**src/rtl/sar_pkg.sv**
```systemverilog
// Shared types and constants for the SAR conversion host and its sample FIFO.
package sar_pkg;

    typedef enum logic [1:0] {
        IDLE,
        REQ,
        BUSY,
        PUSH
    } host_state_t;

    localparam int SAR_DATA_W = 5;
    localparam int AVG_N      = 4;

endpackage

```
**src/rtl/sar_sample_fifo.sv**
```systemverilog
// First-word-fall-through sample FIFO with occupancy count and overflow detect.
module sar_sample_fifo #(
    parameter int DATA_W     = 5,
    parameter int FIFO_DEPTH = 4
) (
    input  logic                          clock,
    input  logic                          reset,
    input  logic                          wr_en,
    input  logic [DATA_W-1:0]             wr_data,
    input  logic                          rd_en,
    output logic [DATA_W-1:0]             rd_data,
    output logic                          empty,
    output logic                          full,
    output logic [$clog2(FIFO_DEPTH):0]   count,
    output logic                          ovf
);
    localparam int AW = $clog2(FIFO_DEPTH);
    localparam int CW = AW + 1;

    logic [DATA_W-1:0] mem_q [FIFO_DEPTH];
    logic [DATA_W-1:0] mem_d [FIFO_DEPTH];
    logic [AW-1:0]     wr_ptr_q, wr_ptr_d;
    logic [AW-1:0]     rd_ptr_q, rd_ptr_d;
    logic [CW-1:0]     count_q, count_d;
    logic              do_wr, do_rd;

    assign empty   = (count_q == '0);
    assign full    = (count_q == CW'(FIFO_DEPTH));
    assign count   = count_q;
    assign rd_data = empty ? '0 : mem_q[rd_ptr_q];

    // A pop in the same cycle frees the slot, so a write while full still lands.
    always_comb begin
        do_rd    = rd_en & ~empty;
        do_wr    = wr_en & (~full | do_rd);
        ovf      = wr_en & full & ~rd_en;
        wr_ptr_d = do_wr ? wr_ptr_q + 1'b1 : wr_ptr_q;
        rd_ptr_d = do_rd ? rd_ptr_q + 1'b1 : rd_ptr_q;
        count_d  = count_q;
        case ({do_wr, do_rd})
            2'b10:   count_d = count_q + 1'b1;
            2'b01:   count_d = count_q - 1'b1;
            default: count_d = count_q;
        endcase
    end

    for (genvar gi = 0; gi < FIFO_DEPTH; gi++) begin : g_entry
        always_comb mem_d[gi] = (do_wr && (wr_ptr_q == AW'(gi))) ? wr_data : mem_q[gi];

        always_ff @(posedge clock or negedge reset) begin
            if (!reset) mem_q[gi] <= '0;
            else        mem_q[gi] <= mem_d[gi];
        end
    end

    always_ff @(posedge clock or negedge reset) begin
        if (!reset) begin
            wr_ptr_q <= '0;
            rd_ptr_q <= '0;
            count_q  <= '0;
        end else begin
            wr_ptr_q <= wr_ptr_d;
            rd_ptr_q <= rd_ptr_d;
            count_q  <= count_d;
        end
    end

endmodule

```
**src/rtl/sar_conv_host.sv**
```systemverilog
// SAR ADC conversion initiator: periodic/triggered requests, nEndCnv handshake, sample FIFO.
// Define SAR_HOST_AVG_EN to push the floor-average of every 4 captures instead of each capture.
module sar_conv_host
    import sar_pkg::*;
#(
    parameter int DATA_W     = SAR_DATA_W,
    parameter int PERIOD_W   = 16,
    parameter int FIFO_DEPTH = 4,
    parameter int TMO_CYC    = 63
) (
    input  logic                          clock,
    input  logic                          reset,
    input  logic                          enable,
    input  logic [PERIOD_W-1:0]           period,
    input  logic                          trig,
    input  logic                          nEndCnv,
    input  logic [DATA_W-1:0]             adcData,
    output logic                          nStartCnv,
    input  logic                          rd_en,
    output logic [DATA_W-1:0]             rd_data,
    output logic                          empty,
    output logic                          full,
    output logic [$clog2(FIFO_DEPTH):0]   count,
    output logic                          ovf_err,
    output logic                          trig_ovr,
    output logic                          tmo_err,
    input  logic                          clr_err
);
    localparam int TMO_W = $clog2(TMO_CYC + 1);
    localparam logic [TMO_W-1:0] TMO_LAST = TMO_W'(TMO_CYC - 1);

    host_state_t         state_q, state_d;
    logic [PERIOD_W-1:0] per_cnt_q, per_cnt_d;
    logic [TMO_W-1:0]    tmo_q, tmo_d;
    logic [DATA_W-1:0]   cap_q, cap_d;
    logic                pending_q, pending_d;
    logic                nstart_q, nstart_d;
    logic                ovf_err_q, ovf_err_d;
    logic                trig_ovr_q, trig_ovr_d;
    logic                tmo_err_q, tmo_err_d;
    logic                tick, req, consume, pend_held, fifo_wr, fifo_ovf, tmo_evt;

`ifdef SAR_HOST_AVG_EN
    localparam int AVG_W = $clog2(AVG_N);
    logic [DATA_W+1:0]   acc_q, acc_d, acc_sum;
    logic [AVG_W-1:0]    avg_cnt_q, avg_cnt_d;
`endif

    always_comb begin
        tick      = 1'b0;
        per_cnt_d = '0;
        if (enable) begin
            if (per_cnt_q == '0) begin
                tick      = 1'b1;
                per_cnt_d = period;
            end else begin
                per_cnt_d = per_cnt_q - 1'b1;
            end
        end
    end

    // A request landing in the cycle IDLE consumes pending is a fresh request, not an overrun.
    always_comb begin
        req        = tick | trig;
        pend_held  = pending_q & ~consume;
        pending_d  = pend_held | req;
        trig_ovr_d = (req & pend_held) | (trig_ovr_q & ~clr_err);
        tmo_err_d  = tmo_evt | (tmo_err_q & ~clr_err);
        ovf_err_d  = fifo_ovf | (ovf_err_q & ~clr_err);
    end

    always_comb begin
        state_d  = state_q;
        nstart_d = nstart_q;
        tmo_d    = tmo_q;
        cap_d    = cap_q;
        consume  = 1'b0;
        fifo_wr  = 1'b0;
        tmo_evt  = 1'b0;
`ifdef SAR_HOST_AVG_EN
        acc_d     = acc_q;
        avg_cnt_d = avg_cnt_q;
        acc_sum   = acc_q + {2'b00, adcData};
`endif
        case (state_q)
            IDLE: begin
                if (pending_q) begin
                    consume  = 1'b1;
                    nstart_d = 1'b0;
                    tmo_d    = '0;
                    state_d  = REQ;
                end
            end
            REQ: begin
                if (nEndCnv) begin
                    nstart_d = 1'b1;
                    tmo_d    = '0;
                    state_d  = BUSY;
                end else if (tmo_q == TMO_LAST) begin
                    nstart_d = 1'b1;
                    tmo_evt  = 1'b1;
                    state_d  = IDLE;
                end else begin
                    tmo_d = tmo_q + 1'b1;
                end
            end
            BUSY: begin
                if (!nEndCnv) begin
`ifdef SAR_HOST_AVG_EN
                    if (avg_cnt_q == AVG_W'(AVG_N - 1)) begin
                        cap_d     = acc_sum[AVG_W +: DATA_W];
                        acc_d     = '0;
                        avg_cnt_d = '0;
                        state_d   = PUSH;
                    end else begin
                        acc_d     = acc_sum;
                        avg_cnt_d = avg_cnt_q + 1'b1;
                        state_d   = IDLE;
                    end
`else
                    cap_d   = adcData;
                    state_d = PUSH;
`endif
                end else if (tmo_q == TMO_LAST) begin
                    tmo_evt = 1'b1;
                    state_d = IDLE;
`ifdef SAR_HOST_AVG_EN
                    acc_d     = '0;
                    avg_cnt_d = '0;
`endif
                end else begin
                    tmo_d = tmo_q + 1'b1;
                end
            end
            PUSH: begin
                fifo_wr = 1'b1;
                state_d = IDLE;
            end
            default: state_d = IDLE;
        endcase
    end

    always_ff @(posedge clock or negedge reset) begin
        if (!reset) begin
            state_q    <= IDLE;
            per_cnt_q  <= '0;
            tmo_q      <= '0;
            cap_q      <= '0;
            pending_q  <= 1'b0;
            nstart_q   <= 1'b1;
            ovf_err_q  <= 1'b0;
            trig_ovr_q <= 1'b0;
            tmo_err_q  <= 1'b0;
`ifdef SAR_HOST_AVG_EN
            acc_q      <= '0;
            avg_cnt_q  <= '0;
`endif
        end else begin
            state_q    <= state_d;
            per_cnt_q  <= per_cnt_d;
            tmo_q      <= tmo_d;
            cap_q      <= cap_d;
            pending_q  <= pending_d;
            nstart_q   <= nstart_d;
            ovf_err_q  <= ovf_err_d;
            trig_ovr_q <= trig_ovr_d;
            tmo_err_q  <= tmo_err_d;
`ifdef SAR_HOST_AVG_EN
            acc_q      <= acc_d;
            avg_cnt_q  <= avg_cnt_d;
`endif
        end
    end

    assign nStartCnv = nstart_q;
    assign ovf_err   = ovf_err_q;
    assign trig_ovr  = trig_ovr_q;
    assign tmo_err   = tmo_err_q;

    sar_sample_fifo #(
        .DATA_W     (DATA_W),
        .FIFO_DEPTH (FIFO_DEPTH)
    ) u_fifo (
        .clock   (clock),
        .reset   (reset),
        .wr_en   (fifo_wr),
        .wr_data (cap_q),
        .rd_en   (rd_en),
        .rd_data (rd_data),
        .empty   (empty),
        .full    (full),
        .count   (count),
        .ovf     (fifo_ovf)
    );

endmodule

```
**config.mk**
```make
export PLATFORM = sky130hd
export DESIGN_NAME = sar_conv_host
export DESIGN_NICKNAME = d
export VERILOG_FILES = /design/src/rtl/sar_pkg.sv /design/src/rtl/sar_sample_fifo.sv /design/src/rtl/sar_conv_host.sv
export SDC_FILE = /design/constraint.sdc
export NUM_CORES = 1
export LEC_CHECK = 0
export ABC_AREA = 1
export BUFFER_PORTS_ARGS = -buffer_cell sky130_fd_sc_hd__buf_2
export CORE_AREA = 2 2 84 86
export DETAILED_ROUTE_END_ITERATION = 6
export DIE_AREA = 0 0 86 88
export PLACE_DENSITY = 0.83
export SKIP_CTS_REPAIR_TIMING = 1
export SLEW_MARGIN = 20
export SYNTH_ARGS = -nofsm -noshare
export SYNTH_HDL_FRONTEND = slang
export SYNTH_SLANG_ARGS = --single-unit
```
**constraint.sdc**
```tcl
create_clock -name clock -period 1.9 [get_ports clock]
set_clock_uncertainty 0.05 [all_clocks]
set_input_delay 0.19 -clock clock [delete_from_list [all_inputs] [get_ports clock]]
set_output_delay 0.19 -clock clock [all_outputs]
set_load 0.01 [all_outputs]
```
==> summary.txt, run 1 <==
Critical path
  – Worst Path Arrival: 2.20 ns
  – Crit Path Category: reg2reg
  – Maximum fanout along the worst path: 4
  – R2R Setup Slk: -0.11 ns
  – CP delay by family, top: adder cells
  – Critical Path Sink Type: register
  – Worst EP required: 2.08 ns
  – Buf/Inv on CP: 3
  – Slowest stage delay, CP: 0.42 ns
  – Element type at the critical path start: register
  – Crit-path slowest cell: dfrtp_2
  – Critical path's most frequent cell: inv_1
  – CP cell instances: inv_1 -> nand3_1 -> nand2_1 -> inv_1 -> ha_4 -> inv_4 -> fa_2 -> a21oi_2 -> o21ai_2 -> xor2_1

Power
  – Switching share of total power: 43.0%
  – Switch Pwr: 2.77 mW
  – Tot Pwr: 6.45 mW
  – Comb power frac: 46.0%
  – Leakage: 2.10 nW
  – Clock Power Share: 20.4%
  – Max VDD drop: 0.565 mV
  – Internal Power: 3.68 mW
  – Part of the power in registers: 33.6%
  – Power Density: 1600 nW/um^2

Routing
  – 1st-iter DRT viols: 171
  – WL met2: 3840 um
  – DRC: 0
  – Top sig layer: met4
  – Vias per Instance: 5.19
  – WL met3: 385 um
  – Wire per inst: 13.2 um
  – Antenna Violating Nets Remaining: 0
  – DRT Pass-1 Iters: 5
  – Via count: 3,022
  – Final WL: 7680 um
  – Routed met1 length: 3340 um

Run status
  – Outcome: finished, violations left
  – Failing checks: setup timing

Synth
  – Post-Syn Area: 3400 sq um
  – Distinct cells, synth: 31
  – Synthesized flop and latch total: 61
  – Avg Cell Area, Syn: 7.71 sq um
  – Synthesized Nets: 483
  – Sequential share of the synthesized area: 44.9%
  – Synth Instances: 441
  – Syn. warnings: 0

Clock tree
  – Num CTS Buffers: 9
  – CTS Root Buffer Type: clkbuf_8
  – CTS H-tree depth: 3
  – Sink Count: 61
  – TritonCTS clock tree: done
  – Clock Tree Buf Depth: 2
  – Clock slew seen by the registers of the worst setup and hold paths: 0.08 ns
  – Worst skew pair latency: 0.35 ns

STA
  – Period utilisation layout: 106%
  – Final Max Slew Viols: 0
  – Rel. slew slack: 64.4%
  – Slew @ Worst Pin: 0.535 ns
  – Fin worst setup slack: -0.113 ns
  – Max Clock Freq: 497 MHz
  – Final Setup Violations: 1
  – RSZ-0062 raised after global routing: true
  – Final Hold Viols: 0
  – Final min period: 2.01 ns
  – Setup TNS: -0.113 ns

Final layout
  – Share of cells above drive strength 1: 19.5%
  – # diodes: 0
  – Multi-input logic area: 1670 sq um
  – FF+latch area: 1530 sq um
  – Layout Nets: 539
  – P&R area growth vs syn: 18.5%
  – Fillers: 559

Global routing
  – Gr usage total: 21.4%
  – First-pass GRT wire length: 12,600 um
  – Initial antenna violation count: 0
  – Vias in the first global route: 2,837
  – Largest net degree at the start of global routing: 43
  – GRT overflow: 0

Min path
  – Hold crit path type: in2reg

Die
  – Io pins: 42
  – Core Footprint: 6640 sq um
  – Initial Utilization: 51.2%
  – Std cell rows: 30
  – DIE AREA: 7570 sq um
  – Die Y-Extent: 88 um
  – Die width: 86 um

Place
  – I/O Buffers: 41
  – GPL Wtd Cong: 0.902
  – Dpl hpwl: 5480 um

Job
  – Max-cap viol count: 0
## state kept, by name (all words and copies together), names as in the netlist, 2 cells and up
register	count
per_cnt_q	16
u_fifo.mem_q	20
cap_q	5
state_q	2
tmo_q	6
u_fifo.count	3
u_fifo.wr_ptr_q	2
u_fifo.rd_ptr_q	2
## synthesized netlist by cell type, drive strengths merged
cell	instances	area share, %
buf	2	0.55
a21boi	1	0.22
o21ai	53	7.8
o21bai	1	0.22
or2	1	0.18
o31ai	1	0.22
dfrtp	60	44
ha	13	4.8
nor3	3	0.59
a21oi	16	2.4
xnor2	2	0.51
nand3b	8	1.8
dfstp	1	0.77
clkbuf	5	0.55
nand2	107	13
xor2	8	2.1
nor2	78	10
fa	1	0.59
nand3	27	4.1
o22ai	1	0.18
inv	52	5.7
## stage by stage
step / cell area (sq um) / util, % / setup WS [ns] / cells / hold slack, ns
after floorplan: 3410 / - / -0.0126 / 441 / -0.156
after global placement: 3740 / 56.3 / 0.0793 / 561 / 0.135
after detailed placement: 3740 / 56.3 / -0.00634 / 561 / 0.143
after CTS: 3960 / 59.6 / -0.0638 / 577 / -0.230
after global routing: 4030 / 60.7 / -0.189 / 582 / 0.0303
final: 4030 / 60.7 / -0.113 / 582 / 0.00542
## area by class of cell
class	count	area share, %
repair buffers	51	7.32
clock buffers	10	3.41
repair inverters	1	0.186
inverters	52	5.00
flip-flops and latches	61	38.0
clock inverters	6	2.14
well taps	80	2.48
multi-input cells	321	41.5
## kinds of logic (layout without fill, tap and decap cells)
logic type      Yosys count  in the layout  share of synthesized area (%)
compound gates           73             73                           11.0
xor+xnor                 10             10                           2.57
flops                    61             61                           44.9
simple gates            224            224                           29.3
buf+inv                  59            120                           6.84
fa+ha+maj                14             14                           5.37
## tightest hold or removal path, stage by stage
cell and delay [ns]:
buf_2 0.07, nand2_1 0.04, o21ai_0 0.06
## path summary, 6_finish.rpt
check                           startpoint              end  cells past startpoint
setup / recovery           u_fifo.count[0]  u_fifo.count[2]                     10
hold / removal                  adcData[3]         cap_q[3]                      3
setup reg to reg           u_fifo.count[0]  u_fifo.count[2]                     10
hold reg to reg                  nStartCnv        nStartCnv                      2
max in group asynchronous            reset  u_fifo.count[0]                      3
min in group asynchronous            reset         cap_q[2]                      2
## placed cells by master, fill, tap and decap left out, types with 3 or more instances in the layout
| cell type | n |
|---|---|
| a21oi_1 | 15 |
| clkbuf_8 | 10 |
| clkinvlp_4 | 3 |
| nand3_1 | 26 |
| nor2_1 | 69 |
| buf_2 | 41 |
| nor2_2 | 5 |
| dfrtp_1 | 57 |
| xor2_1 | 8 |
| ha_1 | 12 |
| o21ai_0 | 44 |
| buf_4 | 8 |
| nand3b_1 | 8 |
| inv_1 | 48 |
| dfrtp_2 | 3 |
| nand2_2 | 5 |
| o21ai_1 | 8 |
| nand2_1 | 100 |
| nor2_4 | 3 |
## per-layer routing
layer / GRT usage, % / up-vias
li1: - / 1509
met1: 26.1 / 1410
met2: 37.1 / 92
met3: 4.62 / 11
met4: 8.37 / 0
met5: 0 / -
## power by group through the flow
| stage | combinational, mW | sequential [mW] | clock [mW] |
|---|---|---|---|
| floorplan | 2.12 | 2.06 | 0 |
| global placement | 2.69 | 2.13 | 0 |
| detailed placement | 2.83 | 2.16 | 0 |
| CTS | 2.85 | 2.14 | 1.33 |
| global route | 3.37 | 2.23 | 1.39 |
| finish | 2.97 | 2.17 | 1.31 |
No activity file was read; power rests on OpenSTA's default activity.
==> inputs of run 2 (changes only) <==
--- a/config.mk
+++ b/config.mk
@@ -5,11 +5,11 @@
 export SDC_FILE = /design/constraint.sdc
 export NUM_CORES = 1
 export LEC_CHECK = 0
-export ABC_AREA = 1
+export ABC_AREA = 0
 export BUFFER_PORTS_ARGS = -buffer_cell sky130_fd_sc_hd__buf_2
-export CORE_AREA = 2 2 84 86
+export CORE_AREA = 2 2 82 84
 export DETAILED_ROUTE_END_ITERATION = 6
-export DIE_AREA = 0 0 86 88
+export DIE_AREA = 0 0 84 86
 export PLACE_DENSITY = 0.83
 export SKIP_CTS_REPAIR_TIMING = 1
 export SLEW_MARGIN = 20
==> summary.txt, run 2 <==
Run status
  – Outcome: finished, violations left
  – Failing checks: setup timing

Final layout
  – Largest Register: u_fifo.mem_q
  – Post-Route Utilization: 64.9% (+4.2 points)
  – P&R area growth vs syn: 25.7%
  – Most common cell after layout, fill and taps aside: dfrtp_1
  – Layout Nets: 394 (-27%)
  – Commonest non-fill, non-tap cells in the layout: dfrtp_1 (58), buf_2 (40), buf_4 (28)
  – # diodes: 0 (unchanged)
  – Fin area: 4070 sq um (+0.99%)
  – Non-Filler Instances: 434 (-25%)
  – Max reg flops: 20 (unchanged)
  – Share of cells above drive strength 1: 42.3% (+23 points)
  – Biggest regs: u_fifo.mem_q x20, per_cnt_q x16, tmo_q x6
  – Fillers: 488 (-13%)

Clock tree
  – Clock Tree Buf Depth: 2 (unchanged)
  – TritonCTS clock tree: done
  – Clock slew seen by the registers of the worst setup and hold paths: 0.07 ns (about the same)
  – CTS Root Buffer Type: clkbuf_8
  – CTS H-tree depth: 3 (unchanged)
  – Worst skew pair latency: 0.34 ns (about the same)
  – Sink Count: 61 (unchanged)
  – Num CTS Buffers: 9 (unchanged)

Critical path
  – CP cell instances: nor4b_4 -> nor2b_2 -> inv_2 -> ha_4 -> inv_2 -> fa_2 -> xor2_1 -> nor2_1 -> xor2_1
  – Worst EP required: 2.08 ns (about the same)
  – Slowest stage delay, CP: 0.42 ns (about the same)
  – Worst Path Arrival: 2.10 ns (-0.10 ns)
  – Critical Path Sink Type: register
  – CP delay by family, top: simple AND/OR/NAND/NOR gates
  – Element type at the critical path start: register
  – Buf/Inv on CP: 2 (-1)
  – Maximum fanout along the worst path: 2 (-2)
  – Crit Path Category: reg2reg
  – Crit-path slowest cell: dfrtp_2

Synth
  – Commonest cells post-synth: dfrtp_1 (60), mux2_2 (25), inv_1 (16), nand2_1 (16), ha_1 (13)
  – Number of synthesized flops with an enable pin: 0 (unchanged)
  – Synth Instances: 280 (-37%)
  – Post-Syn Area: 3240 sq um (-4.8%)
  – Mux share of post-synthesis cell area: 12.5% (+12 points)
  – Syn. warnings: 0 (unchanged)
  – Synth async-reset ratio: 100% (unchanged)
  – Avg Cell Area, Syn: 11.6 sq um (+50%)
  – Xor/xnor cell area share of the yosys netlist: 4.06% (+1.5 points)
  – Distinct cells, synth: 59 (+90%)
  – Synthesized Nets: 322 (-33%)
  – Largest family of logic cells by synthesized area: simple AND/OR/NAND/NOR gates
  – Prevailing post-synth register cell: dfrtp_1
  – Top cell type's share of synthesized area: 46.3% (+2.2 points)
  – Simple logic cell fraction of the synthesized area: 14.1% (-15 points)
  – Synth Area in Compound Gates: 12.5% (+1.5 points)
  – Synthesized flop and latch total: 61 (unchanged)
  – Synth area leader: dfrtp_1
  – Top-count cell post-synth: dfrtp_1
  – Sequential share of the synthesized area: 47.2% (+2.3 points)
  – Synth area leaders: dfrtp_1 (46%), mux2_2 (8.7%), ha_1 (5.0%)
  – Post-synthesis adder-cell area fraction: 5.64% (+0.27 points)

STA
  – RSZ-0062 raised after global routing: true
  – Hold WS: 0.0298 ns (+0.0244 ns)
  – Final Setup Violations: 2 (+1)
  – Fin worst setup slack: -0.0211 ns (+0.0921 ns)
  – Slew @ Worst Pin: 0.492 ns (-0.0427 ns)
  – Setup TNS: -0.0255 ns (+0.0876 ns)
  – Max Clock Freq: 521 MHz (+4.8%)
  – Final Hold Viols: 0 (unchanged)
  – Final min period: 1.92 ns (-0.0921 ns)
  – Rel. slew slack: 67.2% (+2.8 points)
  – Final Max Slew Viols: 0 (unchanged)
  – Period utilisation layout: 101% (-4.8 points)

Min path
  – Hold crit path type: in2reg

Job
  – Max-cap viol count: 0 (unchanged)

Global routing
  – Vias in the first global route: 2,438 (-14%)
  – Grt peak-use layer: met2
  – GRT met3 Usage: 6.16% (+1.5 points)
  – Largest net degree at the start of global routing: 42 (-2.3%)
  – Met1 Use GR: 23.2% (-2.9 points)
  – GRT overflow: 0 (unchanged)
  – First-pass GRT wire length: 11,100 um (-12%)
  – Initial antenna violation count: 0 (unchanged)
  – Met2 usage: 35.3% (-1.7 points)
  – Gr usage total: 19.7% (-1.7 points)

Power
  – Tot Pwr: 6.71 mW (+4.0%)
  – Leakage: 1.95 nW (-7.0%)
  – Max VDD drop: 1.02 mV (+80%)
  – Power Density: 1650 nW/um^2 (+3.0%)

Die
  – Die Y-Extent: 86 um (-2.3%)
  – Die width: 84 um (-2.3%)
  – Initial Utilization: 51.6% (+0.40 points)
  – Io pins: 42 (unchanged)
  – DIE AREA: 7220 sq um (-4.5%)
  – Core Footprint: 6280 sq um (-5.5%)
  – Std cell rows: 29 (-3.3%)

Place
  – Dpl hpwl: 4840 um (-12%)
  – Pre-CTS setup slack: -0.0657 ns (-0.0594 ns)
  – Post-DP Area: 3690 sq um (-1.2%)
  – I/O Buffers: 41 (unchanged)
  – GPL Wtd Cong: 0.855 (-5.2%)
  – Cell count after placement: 413 (-26%)

Routing
  – Wire per inst: 15.7 um (+19%)
  – Vias per Instance: 5.63 (+8.5%)
  – Via count: 2,445 (-19%)
  – Antenna Violating Nets Remaining: 0 (unchanged)
  – 1st-iter DRT viols: 86 (-50%)
  – DRC: 0 (unchanged)
  – DRT Pass-1 Iters: 4 (-1)
  – Final WL: 6830 um (-11%)
run 2: changes by cell type after synthesis, sizes merged, moves of 5 or more:
cell	before	now
mux4	0	5
xnor2	2	9
inv	52	16
nand2	107	16
nand3b	8	0
o211a	0	5
nand3	27	6
nor3	3	8
nor2b	0	11
nor2	78	6
o21ai	53	15
mux2	0	25
nor4	0	6
a31oi	0	7
run 2: power breakdown:
group          total [mW]  internal [mW]  switching [mW]
clock network        1.39          0.906           0.484
registers            2.28           1.79           0.488
logic                3.04           1.63            1.41
run 2: per-layer routing:
layer	vias up	part of all wire, %	wire [um]
met4	0	0.83	57
li1	1167	-	-
met5	-	0	0
met1	1213	43	2930
met2	59	52	3570
met3	6	4.0	276
run 2: layout make-up:
type                    count  area, sq um  share of cell area, %
multi-input cells         193         1690                   41.6
flip-flops and latches     61         1530                   37.6
repair buffers             71          452                   11.1
clock buffers              12          145                   3.56
well taps                  77         96.3                   2.37
clock inverters             4         95.1                   2.33
inverters                  16         60.1                   1.47
run 2: worst paths after layout:
kind                                  from               to  slack (ns)  cells after the start
setup / recovery           u_fifo.count[0]  u_fifo.count[2]       -0.02                      9
hold / removal                  adcData[2]         cap_q[2]        0.03                      2
setup reg to reg           u_fifo.count[0]  u_fifo.count[2]       -0.02                      9
hold reg to reg                  nStartCnv        nStartCnv        0.43                      2
max in group asynchronous            reset        nStartCnv        0.86                      3
min in group asynchronous            reset         cap_q[3]        0.29                      2
run 2: kinds of logic (layout without fill, tap and decap cells):
logic type	after synthesis	count (layout)
xor gates and xnor gates	15	15
buffers and inverters	26	103
DFF	61	61
muxes	31	31
adders and majority gates	14	14
AOI/OAI and AO/OA	60	60
and+or+nand+nor	73	73
==> inputs of run 3 (changes only) <==
--- a/config.mk
+++ b/config.mk
@@ -7,10 +7,11 @@
 export LEC_CHECK = 0
 export ABC_AREA = 0
 export BUFFER_PORTS_ARGS = -buffer_cell sky130_fd_sc_hd__buf_2
+export CAP_MARGIN = 20
 export CORE_AREA = 2 2 82 84
 export DETAILED_ROUTE_END_ITERATION = 6
 export DIE_AREA = 0 0 84 86
-export PLACE_DENSITY = 0.83
+export PLACE_DENSITY = 0.82
 export SKIP_CTS_REPAIR_TIMING = 1
 export SLEW_MARGIN = 20
 export SYNTH_ARGS = -nofsm -noshare
==> summary.txt, run 3 (synthesis gave the netlist of run 2 again) <==
Run status
  – Outcome: finished, violations left
  – Failing checks: setup timing

Routing
  – DRC: 0 (unchanged)
  – Antenna Violating Nets Remaining: 0 (unchanged)
  – Vias per Instance: 5.52 (-2.0%)
  – Routed met1 length: 2990 um (+2.0%)
  – DRT Pass-1 Iters: 4 (unchanged)
  – WL met2: 3410 um (-4.3%)
  – Top sig layer: met4
  – Final WL: 6840 um (+0.10%)
  – WL met3: 288 um (+4.3%)
  – Via count: 2,419 (-1.1%)
  – Wire per inst: 15.6 um (-0.81%)
  – 1st-iter DRT viols: 111 (+29%)

Power
  – Part of the power in registers: 33.7% (-0.3 points)
  – Switch Pwr: 2.40 mW (+0.76%)
  – Internal Power: 4.36 mW (+0.79%)
  – Max VDD drop: 0.931 mV (-8.4%)
  – Power Density: 1650 nW/um^2 (+0.22%)
  – Clock Power Share: 21.9% (+1.2 points)
  – Switching share of total power: 35.5% (about the same)
  – Tot Pwr: 6.76 mW (+0.78%)
  – Comb power frac: 44.3% (-1.0 points)
  – Leakage: 1.97 nW (+0.84%)

Die
  – Die width: 84 um (unchanged)
  – Io pins: 42 (unchanged)
  – DIE AREA: 7220 sq um (unchanged)
  – Initial Utilization: 51.6% (unchanged)
  – Die Y-Extent: 86 um (unchanged)
  – Core Footprint: 6280 sq um (unchanged)
  – Std cell rows: 29 (unchanged)

Clock tree
  – Num CTS Buffers: 9 (unchanged)
  – Clock slew seen by the registers of the worst setup and hold paths: 0.07 ns (about the same)
  – TritonCTS clock tree: done
  – CTS H-tree depth: 3 (unchanged)
  – Worst skew pair latency: 0.35 ns (about the same)
  – CTS Root Buffer Type: clkbuf_8
  – Clock Tree Buf Depth: 2 (unchanged)
  – Sink Count: 61 (unchanged)

STA
  – Fin worst setup slack: -0.000567 ns (+0.0205 ns)
  – RSZ-0062 raised after global routing: true
  – Final Max Slew Viols: 0 (unchanged)
  – Final min period: 1.90 ns (-0.0205 ns)
  – Slew @ Worst Pin: 0.447 ns (-0.0447 ns)
  – Setup TNS: -0.000567 ns (+0.0249 ns)
  – Rel. slew slack: 69.9% (+2.7 points)
  – Max Clock Freq: 526 MHz (+1.1%)
  – Final Hold Viols: 0 (unchanged)
  – Hold WS: 0.0132 ns (-0.0166 ns)
  – Period utilisation layout: 100% (-1.1 points)
  – Final Setup Violations: 1 (-1)

Final layout
  – Largest Register: u_fifo.mem_q
  – Layout Nets: 398 (+1.0%)
  – FF+latch area: 1530 sq um (unchanged)
  – Post-Route Utilization: 65.2% (+0.36 points)
  – Fin area: 4100 sq um (+0.55%)
  – Share of cells above drive strength 1: 42.7% (+0.36 points)
  – # diodes: 0 (unchanged)
  – Non-Filler Instances: 438 (+0.92%)
  – Fillers: 487 (-0.20%)
  – Commonest non-fill, non-tap cells in the layout: dfrtp_1 (58), buf_2 (41), buf_4 (32)
  – P&R area growth vs syn: 26.4%
  – Biggest regs: u_fifo.mem_q x20, per_cnt_q x16, tmo_q x6
  – Most common cell after layout, fill and taps aside: dfrtp_1
  – Multi-input logic area: 1680 sq um (-1.1%)
  – Max reg flops: 20 (unchanged)

Place
  – Dpl hpwl: 4650 um (-4.0%)
  – Post-DP Area: 3700 sq um (+0.20%)
  – I/O Buffers: 41 (unchanged)
  – Cell count after placement: 414 (+0.24%)
  – Pre-CTS setup slack: -0.0222 ns (+0.0436 ns)
  – GPL Wtd Cong: 0.846 (-1.1%)

Global routing
  – Vias in the first global route: 2,493 (+2.3%)
  – Initial antenna violation count: 0 (unchanged)
  – First-pass GRT wire length: 11,500 um (+3.5%)
  – Largest net degree at the start of global routing: 62 (+48%)
  – GRT overflow: 0 (unchanged)
  – Gr usage total: 20.2% (+0.55 points)

Critical path
  – Worst EP required: 2.13 ns (+0.05 ns)
  – Crit Path Category: reg2reg
  – Maximum fanout along the worst path: 2 (unchanged)
  – Worst Path Arrival: 2.13 ns (+0.03 ns)
  – Critical Path Sink Type: register
  – Element type at the critical path start: register

Min path
  – Hold crit path type: in2reg

Job
  – Max-cap viol count: 0 (unchanged)
## run 3: power groups by stage
stage          clock network [mW]  logic [mW]  registers (mW)
3_5_place_dp                    0        2.77            2.26
2_1_floorplan                   0        2.01            2.14
6_report                     1.48        3.00            2.28
4_1_cts                      1.50        2.81            2.25
5_1_grt                      1.56        3.31            2.35
3_3_place_gp                    0        2.68            2.22
## run 3: worst max-delay path: stages (launching register included)
cell     delay [ns]
dfrtp_2        0.42
nor4b_4        0.30
nor2b_2        0.09
inv_2          0.07
ha_4           0.12
inv_2          0.03
fa_2           0.33
xor2_1         0.15
nor2_1         0.12
xor2_1         0.14
## run 3: final cells by class
class	instances	area share, %
sequential	61	37.4
multi-input combinational	193	40.9
clock inverter	5	2.60
clock buffer	11	3.70
tap	77	2.35
inverter	16	1.47
timing repair buffer	75	11.6
## run 3: final timing paths
path	slack (ns)	to	depth (start not counted)	start
worst max-delay path	-0.0006	u_fifo.count[2]	9	u_fifo.count[0]
worst min-delay path	0.01	cap_q[4]	2	adcData[4]
worst max register to register	-0.0006	u_fifo.count[2]	9	u_fifo.count[0]
worst min register to register	0.42	nStartCnv	2	nStartCnv
max in group asynchronous	1.15	nStartCnv	3	reset
min in group asynchronous	0.33	cap_q[2]	3	reset
## run 3: routing by layer
| metal | GRT usage (%) | vias to the layer above |
|---|---|---|
| li1 | - | 1170 |
| met1 | 24.4 | 1176 |
| met2 | 35.1 | 59 |
| met3 | 4.23 | 14 |
| met4 | 8.94 | 0 |
| met5 | 0 | - |
